`src/rtl/sram_test_result_logger.sv`:
```
// Error-record FIFO and per-run statistics for the SRAM tester.
// Mismatches queue for a valid/ready debug reader; counters saturate.
module sram_test_result_logger #(
    parameter int ADDR_BITS = 20,
    parameter int DATA_BITS = 16,
    parameter int DEPTH     = 8,
    parameter int CNT_BITS  = 16
) (
    input  logic                 clk,
    input  logic                 reset_n,
    input  logic                 clear,
    input  logic                 test_done,
    input  logic                 test_pass,
    input  logic                 err_valid,
    input  logic [ADDR_BITS-1:0] err_addr,
    input  logic [DATA_BITS-1:0] err_expected,
    input  logic [DATA_BITS-1:0] err_actual,
    input  logic [2:0]           err_pattern,
    output logic                 rd_valid,
    input  logic                 rd_ready,
    output logic [ADDR_BITS-1:0] rd_addr,
    output logic [DATA_BITS-1:0] rd_expected,
    output logic [DATA_BITS-1:0] rd_actual,
    output logic [2:0]           rd_pattern,
    output logic [CNT_BITS-1:0]  round_count,
    output logic [CNT_BITS-1:0]  fail_rounds,
    output logic [CNT_BITS-1:0]  err_count,
    output logic                 overflow,
    output logic [1:0]           status
);

    localparam int PW = $clog2(DEPTH);
    localparam int RW = 3 + ADDR_BITS + 2 * DATA_BITS;
    localparam logic [CNT_BITS-1:0] CNT_MAX = '1;

    typedef enum logic [1:0] {
        S_IDLE    = 2'd0,
        S_PASSING = 2'd1,
        S_FAILED  = 2'd2
    } state_t;

    logic [RW-1:0]       r_mem [DEPTH];
    logic [PW:0]         r_wr_ptr;
    logic [PW:0]         r_rd_ptr;
    logic [RW-1:0]       r_head;
    logic [CNT_BITS-1:0] r_round_cnt;
    logic [CNT_BITS-1:0] r_fail_cnt;
    logic [CNT_BITS-1:0] r_err_cnt;
    logic                r_overflow;
    logic                r_round_err;
    state_t              r_state;
    state_t              w_state_nxt;

    logic          w_empty;
    logic          w_full;
    logic          w_pop;
    logic          w_push;
    logic          w_round_fail;
    logic [PW:0]   w_occ;
    logic [PW-1:0] w_rd_nxt_idx;
    logic [RW-1:0] w_rec;
    logic [RW-1:0] w_next_head;

    assign w_empty = (r_wr_ptr == r_rd_ptr);
    assign w_full  = (r_wr_ptr[PW] != r_rd_ptr[PW]) &&
                     (r_wr_ptr[PW-1:0] == r_rd_ptr[PW-1:0]);
    assign w_occ   = r_wr_ptr - r_rd_ptr;
    assign w_pop   = !w_empty && rd_ready;
    assign w_push  = err_valid && (!w_full || w_pop);
    assign w_rec   = {err_pattern, err_addr, err_expected, err_actual};
    assign w_round_fail = r_round_err || err_valid || !test_pass;

    // With one entry left, the successor is the record being pushed now.
    assign w_rd_nxt_idx = r_rd_ptr[PW-1:0] + PW'(1);
    assign w_next_head  = (w_occ == (PW+1)'(1)) ? w_rec
                                                : r_mem[w_rd_nxt_idx];

    always_ff @(posedge clk) begin
        if (w_push && !clear) begin
            r_mem[r_wr_ptr[PW-1:0]] <= w_rec;
        end
    end

    always_ff @(posedge clk or negedge reset_n) begin
        if (!reset_n) begin
            r_wr_ptr <= '0;
            r_rd_ptr <= '0;
            r_head   <= '0;
        end else if (clear) begin
            r_wr_ptr <= '0;
            r_rd_ptr <= '0;
            r_head   <= '0;
        end else begin
            if (w_push) r_wr_ptr <= r_wr_ptr + (PW+1)'(1);
            if (w_pop)  r_rd_ptr <= r_rd_ptr + (PW+1)'(1);
            if (w_push && w_empty) begin
                r_head <= w_rec;
            end else if (w_pop && (w_occ != (PW+1)'(1) || w_push)) begin
                r_head <= w_next_head;
            end
        end
    end

    always_ff @(posedge clk or negedge reset_n) begin
        if (!reset_n) begin
            r_round_cnt <= '0;
            r_fail_cnt  <= '0;
            r_err_cnt   <= '0;
            r_overflow  <= 1'b0;
            r_round_err <= 1'b0;
        end else if (clear) begin
            r_round_cnt <= '0;
            r_fail_cnt  <= '0;
            r_err_cnt   <= '0;
            r_overflow  <= 1'b0;
            r_round_err <= 1'b0;
        end else begin
            if (err_valid && r_err_cnt != CNT_MAX)
                r_err_cnt <= r_err_cnt + 1'b1;
            if (err_valid && w_full && !w_pop)
                r_overflow <= 1'b1;
            if (test_done) begin
                r_round_err <= 1'b0;
                if (r_round_cnt != CNT_MAX)
                    r_round_cnt <= r_round_cnt + 1'b1;
                if (w_round_fail && r_fail_cnt != CNT_MAX)
                    r_fail_cnt <= r_fail_cnt + 1'b1;
            end else if (err_valid) begin
                r_round_err <= 1'b1;
            end
        end
    end

    always_ff @(posedge clk or negedge reset_n) begin
        if (!reset_n) r_state <= S_IDLE;
        else          r_state <= w_state_nxt;
    end

    always_comb begin
        w_state_nxt = r_state;
        if (clear) begin
            w_state_nxt = S_IDLE;
        end else if (test_done) begin
            if (w_round_fail)          w_state_nxt = S_FAILED;
            else if (r_state == S_IDLE) w_state_nxt = S_PASSING;
        end
    end

    assign rd_valid    = !w_empty;
    assign {rd_pattern, rd_addr, rd_expected, rd_actual} = r_head;
    assign round_count = r_round_cnt;
    assign fail_rounds = r_fail_cnt;
    assign err_count   = r_err_cnt;
    assign overflow    = r_overflow;
    assign status      = r_state;

endmodule

```
`config.mk`:
```
export PLATFORM = sky130hd
export DESIGN_NAME = sram_test_result_logger
export DESIGN_NICKNAME = d
export VERILOG_FILES = /design/src/rtl/sram_test_result_logger.sv
export SDC_FILE = /design/constraint.sdc
export NUM_CORES = 1
export LEC_CHECK = 0
export CORE_ASPECT_RATIO = 1.4
export CORE_MARGIN = 5
export CORE_UTILIZATION = 50
export DETAILED_ROUTE_END_ITERATION = 8
export GPL_ROUTABILITY_DRIVEN = 0
export HOLD_SLACK_MARGIN = 0.08
export PLACE_DENSITY = 0.72
export REMOVE_ABC_BUFFERS = 1
export SETUP_SLACK_MARGIN = 0.1
export SLEW_MARGIN = 0
export SYNTH_ARGS = -nofsm -noshare
export SYNTH_HDL_FRONTEND = slang
export SYNTH_SLANG_ARGS = --single-unit
```
`constraint.sdc`:
```
create_clock -name clk -period 7.52 [get_ports clk]
set_input_delay 1.128 -clock clk [delete_from_list [all_inputs] [get_ports clk]]
set_output_delay 1.128 -clock clk [all_outputs]
set_load 0.02 [all_outputs]
```
==> results.md <==
- Yosys top cell by area: edfxtp_1
- Largest net degree at the start of global routing: 111
- Buf/Inv on CP: 1
- CTS Sinks: roughly 560
- CTS tree: yes
- Stages on worst setup path: 4
- Final core utilization: 59.2%
- CTS root buf: clkbuf_16
- Number of global-route vias before repair: between 10000 and 15000
- Top delay family on crit path: flip-flops
- Cell Rows: 93
- Synth area leaders: edfxtp_1 57%, dfrtp_1 12%, mux4_2 11%
- Hold Vio Cnt, Final: 0
- Total global routing overflow: 0
- Die width: ~190 um
- Synth cell types: 50
- R2r startpoint: r_rd_ptr[0]
- First-pass DRT Iterations: 5
- Die Height: approximately 260 um
- Fin crit share: 57.1%
- R2R Path End: r_mem[0][48]
- Gr usage total: between 10% and 20%
- Synth Warn #: 0
- Via density per instance: 5.94
- Vias: around 13000
- Worst-path fanout max: 48
- Synth Flop Type: edfxtp_1
- Post-CTS Setup Bufs: 0
- Worst-path cell with the longest stage delay: dfrtp_4
- Required time of the critical path: 6390 ps
- Crit-path max cell delay: 1090 ps
- Pwr dens: 282 nW/um^2
- Share of layout cells above drive strength 1: 18.4%
- Fmax: 233 MHz
- Core Box Area: 45800 um^2
- DRT iter0 DRCs: 876
- Die area: roughly 51000 um^2
- Final number of max-transition violations: 0
- Syn avg cell area: 17.7 um^2
- HP Class: flop to flop
- Fin area: 27100 um^2
- Worst Setup End Kind: output port
- Post-Route WL: 50.5 mm
- Worst-margin pin slew: 1250 ps
- Worst setup startpoint: r_rd_ptr[0]
- Hold buffers post-CTS: 0
- Area growth from synthesis to layout: 17.5%
- WL/cell: roughly 24 um
- CTS max path bufs: 3
- Post-CTS Resized: 0
- IO Count: between 150 and 200
- Final #Nets: 1536
- Worst EP arrival: 3170 ps
- Final routed DRC violation total: 0
- Global-route wire length before repair: ~78 mm
- Setup crit end: rd_valid
- Fin Hold WS: 496 ps
- Final ANT Viol Nets: 0
- Cells on worst reg2reg path: 6
- Count of buffers from port buffering: 168
- Final setup violation count: 0
- Max Cap Viol: 0
- Starting density of the core: 50.4%
- Total CTS buffers: between 50 and 60
- Tmin final: around 4300 ps
- Clock skew: 20.5 ps
- Top-count cell post-synth: edfxtp_1
- Clk slew on worst S/H paths: 60 ps
- Sequential area share after synthesis: 69.7%
- Worst reg-to-reg setup slack: 3420 ps
- Clk_lat worst skew: 590 ps
- Leak Pwr: 0.00903 uW
- Async set-reset flop share out of synthesis: between 20 and 25%
- Power Total: 7650 uW
- Placed cell areas: 25400 um^2
- Worst setup path class: flop to output port
- Gate Count Post-Synth: 1306
- Commonest cells in the netlist: 440 x edfxtp_1, 115 x dfrtp_1, 110 x mux4_2, 72 x a21oi_1, 69 x and3_1
- Setup crit start kind: flop
- Top cell type's share of synthesized area: around 57%
- Outcome: complete, no violations
- Dpl hpwl: 27.9 mm
- Slew margin rel.: between 10% and 20%
- Max H-tree Level: 2
- Worst vdd ir: 0.194 mV
- Flops & latches, synth: around 560
- EDFF count, synth: 440
- Post-Syn Area: 23100 um^2
- Initial antenna violation count: 3
- CP Cell Sequence: ha_1, nand3_1, nand2b_1, clkdlybuf4s50_1
- RSZ-0062 raised after global routing: no
[routing by layer]
metal  up-vias  global-route usage, %  share of wire [%]
li1       5547                      -                  -
met5         -                      0              0.026
met3        71                   2.92                5.2
met4         2                   4.84                2.1
met1      6645                   26.2                 40
met2       363                   35.1                 53
[how the worst min path moves through the flow]
stage	endpoint	slack (ps)	cells past startpoint	startpoint
2_1_floorplan	r_round_err	460	1	r_round_err
3_3_place_gp	r_round_err	470	1	r_round_err
3_5_place_dp	r_round_err	480	1	r_round_err
4_1_cts	r_round_err	500	1	r_round_err
5_1_grt	r_round_err	520	1	r_round_err
6_report	r_round_err	500	1	r_round_err
[through the flow]
step            TNS, ps  instances  setup slack [ps]
3_5_place_dp          0       2029              3130
4_1_cts               0       2125              3120
3_3_place_gp          0       2029              3140
2_1_floorplan  -1251720       1223             -4190
6_report              0       2127              3220
5_1_grt               0       2125              2950
[power breakdown]
| part | total, uW | internal [uW] | leakage, uW | switching (uW) |
|---|---|---|---|---|
| Clock | 2630 | 1490 | 0.000824 | 1140 |
| Combinational | 1470 | 676 | 0.00268 | 792 |
| Sequential | 3550 | 3440 | 0.00553 | 109 |
| Total | 7650 | 5600 | 0.00903 | 2040 |
[cell type report]
type | instances | area [um^2]
clock inverter | 24 | 322
clock buffer | 72 | 1400
inverter | 11 | 41.3
antenna | 2 | 5.00
sequential | 555 | 16100
timing repair buffer | 189 | 1840
tap | 617 | 772
fill | 3418 | 18700
multi-input combinational | 657 | 6660
[cell families after synthesis]
| logic type | Yosys count | share of synthesized area, % |
|---|---|---|
| flops | 555 | 69.7 |
| simple gates | 268 | 6.51 |
| compound gates | 173 | 6.61 |
| mux | 170 | 13.3 |
| buf+inv | 94 | 1.93 |
| xor+xnor | 37 | 1.40 |
| fa+ha+maj | 9 | 0.520 |
[flip-flops by register name, indices dropped and copies added (netlist names)]
name	flops
r_mem	440
r_head	55
err_count	16
fail_rounds	16
round_count	16
r_rd_ptr	4
r_wr_ptr	4
status	2
overflow	1
r_round_err	1
[cells in the final DEF, fill, tap and decap left out, drive strengths merged, types with 5 or more instances in the layout]
cell / count
mux4: 110
inv: 12
o32ai: 55
o2111ai: 7
bufinv: 5
nor2: 54
nand2: 16
dfrtp: 115
nand4: 11
xnor2: 8
and3: 69
nand3: 18
o211ai: 7
nand2b: 58
xor2: 29
edfxtp: 440
o21ai: 17
or3: 12
clkinv: 14
mux2i: 59
buf: 23
a21oi: 72
clkdlybuf4s50: 166
ha: 8
clkbuf: 72
o31ai: 5
nor3: 7
No activity file was read; power rests on OpenSTA's default activity.
